**config.mk**
```make
export PLATFORM = sky130hd
export DESIGN_NAME = mdiv_sequencer
export DESIGN_NICKNAME = d
export VERILOG_FILES = /design/src/rtl/mdiv_sequencer.sv
export SDC_FILE = /design/constraint.sdc
export NUM_CORES = 1
export LEC_CHECK = 0
export BUFFER_PORTS_ARGS = -buffer_cell sky130_fd_sc_hd__buf_2
export CORE_ASPECT_RATIO = 0.8
export CORE_UTILIZATION = 55
export CTS_CLUSTER_DIAMETER = 40
export DETAILED_ROUTE_END_ITERATION = 10
export GPL_ROUTABILITY_DRIVEN = 0
export PLACE_DENSITY = 0.85
export SYNTH_ARGS = -nofsm -noshare
export SYNTH_HDL_FRONTEND = slang
export SYNTH_SLANG_ARGS = --single-unit
```
**constraint.sdc**
```tcl
create_clock -name clk -period 6.75 [get_ports clk]
set_input_delay 1.6875 -clock clk [delete_from_list [all_inputs] [get_ports clk]]
set_output_delay 1.6875 -clock clk [all_outputs]
set_load 0.01 [all_outputs]
```
**src/rtl/mdiv_sequencer.sv**
```systemverilog
// Iterative HI/LO multiply/divide unit: radix-2 shift-add multiply and restoring
// divide, one bit per cycle, with sign fix-up and write-back in a final cycle.
module mdiv_sequencer #(
    parameter int WIDTH = 32
) (
    input  logic             clk,
    input  logic             reset,
    input  logic             start,
    input  logic [2:0]       op,
    input  logic [WIDTH-1:0] src_a,
    input  logic [WIDTH-1:0] src_b,
    output logic             busy,
    output logic [WIDTH-1:0] hi,
    output logic [WIDTH-1:0] lo
);

    localparam int CW = $clog2(WIDTH) + 1;

    localparam logic [2:0] OP_MULT  = 3'b000;
    localparam logic [2:0] OP_MULTU = 3'b001;
    localparam logic [2:0] OP_DIV   = 3'b010;
    localparam logic [2:0] OP_DIVU  = 3'b011;
    localparam logic [2:0] OP_MTHI  = 3'b100;
    localparam logic [2:0] OP_MTLO  = 3'b101;

    typedef enum logic [1:0] {IDLE, CALC, FIX} state_t;

    state_t                 state;
    logic                   is_div;
    logic                   is_signed;
    logic                   sign_a;
    logic                   sign_b;
    logic                   div_zero;
    logic [WIDTH-1:0]       opnd;
    logic [2*WIDTH-1:0]     acc;
    logic [CW-1:0]          cnt;

    logic                   op_arith;
    logic                   op_signed;
    logic [WIDTH-1:0]       abs_a;
    logic [WIDTH-1:0]       abs_b;
    logic [WIDTH:0]         mul_sum;
    logic [WIDTH:0]         div_shift;
    logic                   div_ge;
    logic [WIDTH-1:0]       div_diff;
    logic [2*WIDTH-1:0]     prod_fix;
    logic [WIDTH-1:0]       quo_fix;
    logic [WIDTH-1:0]       rem_fix;

    assign busy      = (state != IDLE);
    assign op_arith  = (op == OP_MULT) || (op == OP_MULTU) || (op == OP_DIV) || (op == OP_DIVU);
    assign op_signed = (op == OP_MULT) || (op == OP_DIV);
    assign abs_a     = (op_signed && src_a[WIDTH-1]) ? -src_a : src_a;
    assign abs_b     = (op_signed && src_b[WIDTH-1]) ? -src_b : src_b;

    // opnd holds the multiplicand for multiply and the divisor for divide
    assign mul_sum   = {1'b0, acc[2*WIDTH-1:WIDTH]} + {1'b0, opnd};
    assign div_shift = acc[2*WIDTH-1:WIDTH-1];
    assign div_ge    = (div_shift >= {1'b0, opnd});
    assign div_diff  = div_shift[WIDTH-1:0] - opnd;

    assign prod_fix  = (is_signed && (sign_a ^ sign_b)) ? -acc : acc;
    assign quo_fix   = (is_signed && (sign_a ^ sign_b)) ? -acc[WIDTH-1:0] : acc[WIDTH-1:0];
    // A zero divisor leaves |dividend| in the remainder, so the sign fix restores SRC_A
    assign rem_fix   = (is_signed && sign_a) ? -acc[2*WIDTH-1:WIDTH] : acc[2*WIDTH-1:WIDTH];

    always_ff @(posedge clk or posedge reset) begin
        if (reset) begin
            state     <= IDLE;
            is_div    <= 1'b0;
            is_signed <= 1'b0;
            sign_a    <= 1'b0;
            sign_b    <= 1'b0;
            div_zero  <= 1'b0;
            opnd      <= '0;
            acc       <= '0;
            cnt       <= '0;
            hi        <= '0;
            lo        <= '0;
        end else begin
            case (state)
                IDLE: begin
                    if (start && op_arith) begin
                        is_div    <= op[1];
                        is_signed <= op_signed;
                        sign_a    <= op_signed & src_a[WIDTH-1];
                        sign_b    <= op_signed & src_b[WIDTH-1];
                        div_zero  <= op[1] && (src_b == '0);
                        opnd      <= op[1] ? abs_b : abs_a;
                        acc       <= {{WIDTH{1'b0}}, (op[1] ? abs_a : abs_b)};
                        cnt       <= '0;
                        state     <= CALC;
                    end else if (start && op == OP_MTHI) begin
                        hi <= src_a;
                    end else if (start && op == OP_MTLO) begin
                        lo <= src_a;
                    end
                end
                CALC: begin
                    if (is_div) begin
                        acc <= {(div_ge ? div_diff : div_shift[WIDTH-1:0]),
                                acc[WIDTH-2:0], div_ge};
                    end else if (acc[0]) begin
                        acc <= {mul_sum, acc[WIDTH-1:1]};
                    end else begin
                        acc <= {1'b0, acc[2*WIDTH-1:1]};
                    end
                    cnt <= cnt + 1'b1;
                    if (cnt == CW'(WIDTH - 1)) begin
                        state <= FIX;
                    end
                end
                FIX: begin
                    if (is_div) begin
                        lo <= div_zero ? '1 : quo_fix;
                        hi <= rem_fix;
                    end else begin
                        lo <= prod_fix[WIDTH-1:0];
                        hi <= prod_fix[2*WIDTH-1:WIDTH];
                    end
                    state <= IDLE;
                end
                default: state <= IDLE;
            endcase
        end
    end

endmodule
```
==> results.md <==
* Worst-Margin Slew at 1.159 ns
* Sequential share of power at 25.0%
* Largest net degree at the start of global routing at 93
* Avg Inst Size Synth at 7.704 sq um
* Crit path top cell by count: nand2_1
* RSZ-0062 raised after global routing: false
* DIE AREA at ~0.029 sq mm
* Top fanout value on the critical path at 18
* Worst skew pair latency at 0.46 ns
* Slew HR at 21.99%
* Post-synth EDFFs at 0
* Most frequent cells in the layout: 212 x a21oi_1, 201 x nand2_1, 187 x o21ai_0, 172 x dfrtp_1, 164 x nor2_1
* Synth Register Bits at 173
* Setup slack, reg-to-reg at 2.35 ns
* Share of cells above drive strength 1 at 11.08%
* Clk pin slew, worst setup/hold paths at around 0.080 ns
* Crit path buf inv count at 0
* Drt first-iter violations at approximately 2700
* Worst-path cell chain: ha_1 -> nand2_1 -> o21ai_0 -> nor2_1 -> nor3_1 -> a311o_1 -> nand2_1 -> o311a_1 -> o31ai_1
* Post-synthesis async set-or-reset flop share at 100.0%
* Post-layout min period at around 4.4 ns
* Total track usage at approximately two fifths
* CTS root buf: clkbuf_16
* # clock sinks at about 170
* Max Clk Rate at 0.2273 GHz
* Synthesis warning total at 0
* Dpl cell area at 0.01635 sq mm
* Final instance area at 0.01697 sq mm
* Grt ovf at 0
* Post-synthesis sequential area ratio at 27.70%
* Bufs on Longest Clock Path at 2
* Hold WC Path Type: flip-flop to flip-flop
* Maximum vdd drop at 0.0003671 V
* Setup_tns at 0 ns
* Clock Skews at approximately 0.014 ns
* Final period util at 65.18%
* Leak at 7.085 nW
* CP arrival at 4.76 ns
* Crit path capture type: flip-flop
* Post_cts resized at 0
* First-pass DRT Iterations at 8
* Number of setup buffers added after CTS at 0
* Layout area overhead at 8.589%
* CTS tree: done
* First-pass GRT wire length at 87.85 mm
* Main synth FF type: dfrtp_1
* Initial antenna violation count at 1
* Antenna Nets Post-Route at 0
* Vias in the first global route at 15340
* Sw power at 0.004771 W
* Vias/cell at just over 7
* CTS Buf Count at 17
* Worst Setup Path Type: flip-flop to flip-flop
* Via Count at 17180
* H-tree levels at 4
* Gate power share at 63.1%
* Startpoint types: flip-flop
* Hold_buf cts at 0
* Slowest stage delay, CP at 0.71 ns
* Die W at 190.5 um
* DRC Markers at 0
* Buffers on Ports at 134
* Synth cell types at 86
* Setup-failing EPs final at 0
* Hpwl dp at 42.48 mm
* Worst-path cell with the longest stage delay: nand2_1
* Fin nets at approximately 2200
* Int Pwr at 0.004328 W
* P per Cell Area at roughly 540 mW/mm^2
* Max_cap viols at 0
* Status: completed
* Synthesized cell area at 0.01563 sq mm
* Die H at roughly 150 um
* WL/cell at 23.63 um
* Crit-path leading delay family: compound AO/OA/AOI/OAI gates
* Rows at 54
* Final hold vios at 0
* Slew Limit Fails at 0
* Sw Ratio at 52.43%
* Wirelength, routed at 57.63 mm
* Clock Power Share at 11.9%
* Core ar. at 0.02757 sq mm
* Antenna cell count at 0
* Worst Path Required at between 7 and 8 ns
* Initial Utilization at 56.70%
* Syn_nets at 2170
* Syn Inst Count at ~2000
* Final hold slack at roughly 0.47 ns
* Most common cell after layout, fill and taps aside: a21oi_1
* Top Ports at 135
==> worst paths after layout <==
path | startpoint | endpoint | cells past startpoint
min in group asynchronous | reset | lo[14]$_DFFE_PP0P_ | 2
min | cnt[5]$_DFFE_PP0P_ | cnt[5]$_DFFE_PP0P_ | 1
max | acc[47]$_DFFE_PP0P_ | acc[38]$_DFFE_PP0P_ | 9
min reg2reg | cnt[5]$_DFFE_PP0P_ | cnt[5]$_DFFE_PP0P_ | 1
max reg2reg | acc[47]$_DFFE_PP0P_ | acc[38]$_DFFE_PP0P_ | 9
max in group asynchronous | reset | opnd[16]$_DFFE_PP0P_ | 3
==> synthesized netlist by cell type, types with 8 or more instances <==
library cell	count	area, sq um
a21oi_1	212	1061
nand2_1	201	754.5
o21ai_0	187	935.9
dfrtp_1	173	4329
nor2_1	164	615.6
clkbuf_1	109	409.1
xnor2_1	92	805.8
xor2_1	70	613.1
ha_1	69	863.3
inv_1	67	251.5
nor3_1	65	325.3
a211oi_1	64	480.5
mux2i_1	49	490.5
nand3_1	48	240.2
o22ai_1	37	231.5
o211ai_1	34	255.2
a31oi_1	26	162.7
o31ai_1	26	195.2
nor2b_1	24	150.1
or3_1	21	131.4
and3_1	19	118.9
a21o_1	18	135.1
or4_1	17	127.6
buf_1	14	52.55
and2_1	13	81.33
nor4_1	13	81.33
o21a_1	11	82.58
o41ai_1	11	96.34
nand2b_1	10	62.56
or2_2	10	62.56
a22oi_1	8	60.06
a311oi_1	8	70.07
buf_2	8	40.04
nand4_1	8	50.05
o311ai_0	8	70.07
==> stage by stage <==
step	power (W)	util (%)	cells	setup WS, ns
after detailed placement	0.007689	59.30	2407	2.076
after CTS	0.008812	61.57	2439	2.539
final	0.009099	61.57	2439	2.350
after global routing	0.009595	61.57	2439	2.174
after floorplan	0.006073	-	2029	0.3740
after global placement	0.007515	59.30	2407	2.171
==> layer usage <==
layer / share of wire [%] / up-vias / track usage (%)
li1: - / 7532 / -
met1: 38 / 7933 / 55.21
met2: 39 / 1456 / 53.87
met3: 17 / 254 / 13.33
met4: 5.3 / 0 / 16.00
met5: 0 / - / 0
==> power groups by stage <==
stage	combinational, W	clock, W	sequential [W]
final	0.00574	0.00108	0.00227
after global routing	0.00620	0.00112	0.00228
after CTS	0.00554	0.00107	0.00220
after detailed placement	0.00548	0	0.00221
after global placement	0.00533	0	0.00219
after floorplan	0.00411	0	0.00196
==> registers in the layout, indices dropped and copies added, names as in the netlist <==
register   count
sign_a         1
lo            32
acc           64
is_signed      1
state          2
is_div         1
cnt            6
opnd          32
div_zero       1
sign_b         1
hi            32
==> worst reg2reg max path: stages, from the launching register on <==
cell and delay (ns):
dfrtp_1 0.59, ha_1 0.54, nand2_1 0.07, o21ai_0 0.36
nor2_1 0.11, nor3_1 0.47, a311o_1 0.63, nand2_1 0.71
o311a_1 0.58, o31ai_1 0.23
==> logic make-up after synthesis <==
group | share of synthesized area [%]
AOI/OAI and AO/OA | 29.08
and+or+nand+nor | 19.53
buffers and inverters | 5.339
DFF | 27.70
xor gates and xnor gates | 9.077
adders and majority gates | 5.779
muxes | 3.498
==> area by class of cell <==
| cell class | instances | area [sq um] |
|---|---|---|
| fill | 2317 | 10590 |
| multi-input combinational | 1650 | 10490 |
| tap | 364 | 455.4 |
| clock buffer | 19 | 442.9 |
| clock inverter | 13 | 183.9 |
| timing repair buffer | 153 | 813.3 |
| inverter | 67 | 256.5 |
| sequential | 173 | 4330 |
No activity file was read; power rests on OpenSTA's default activity.
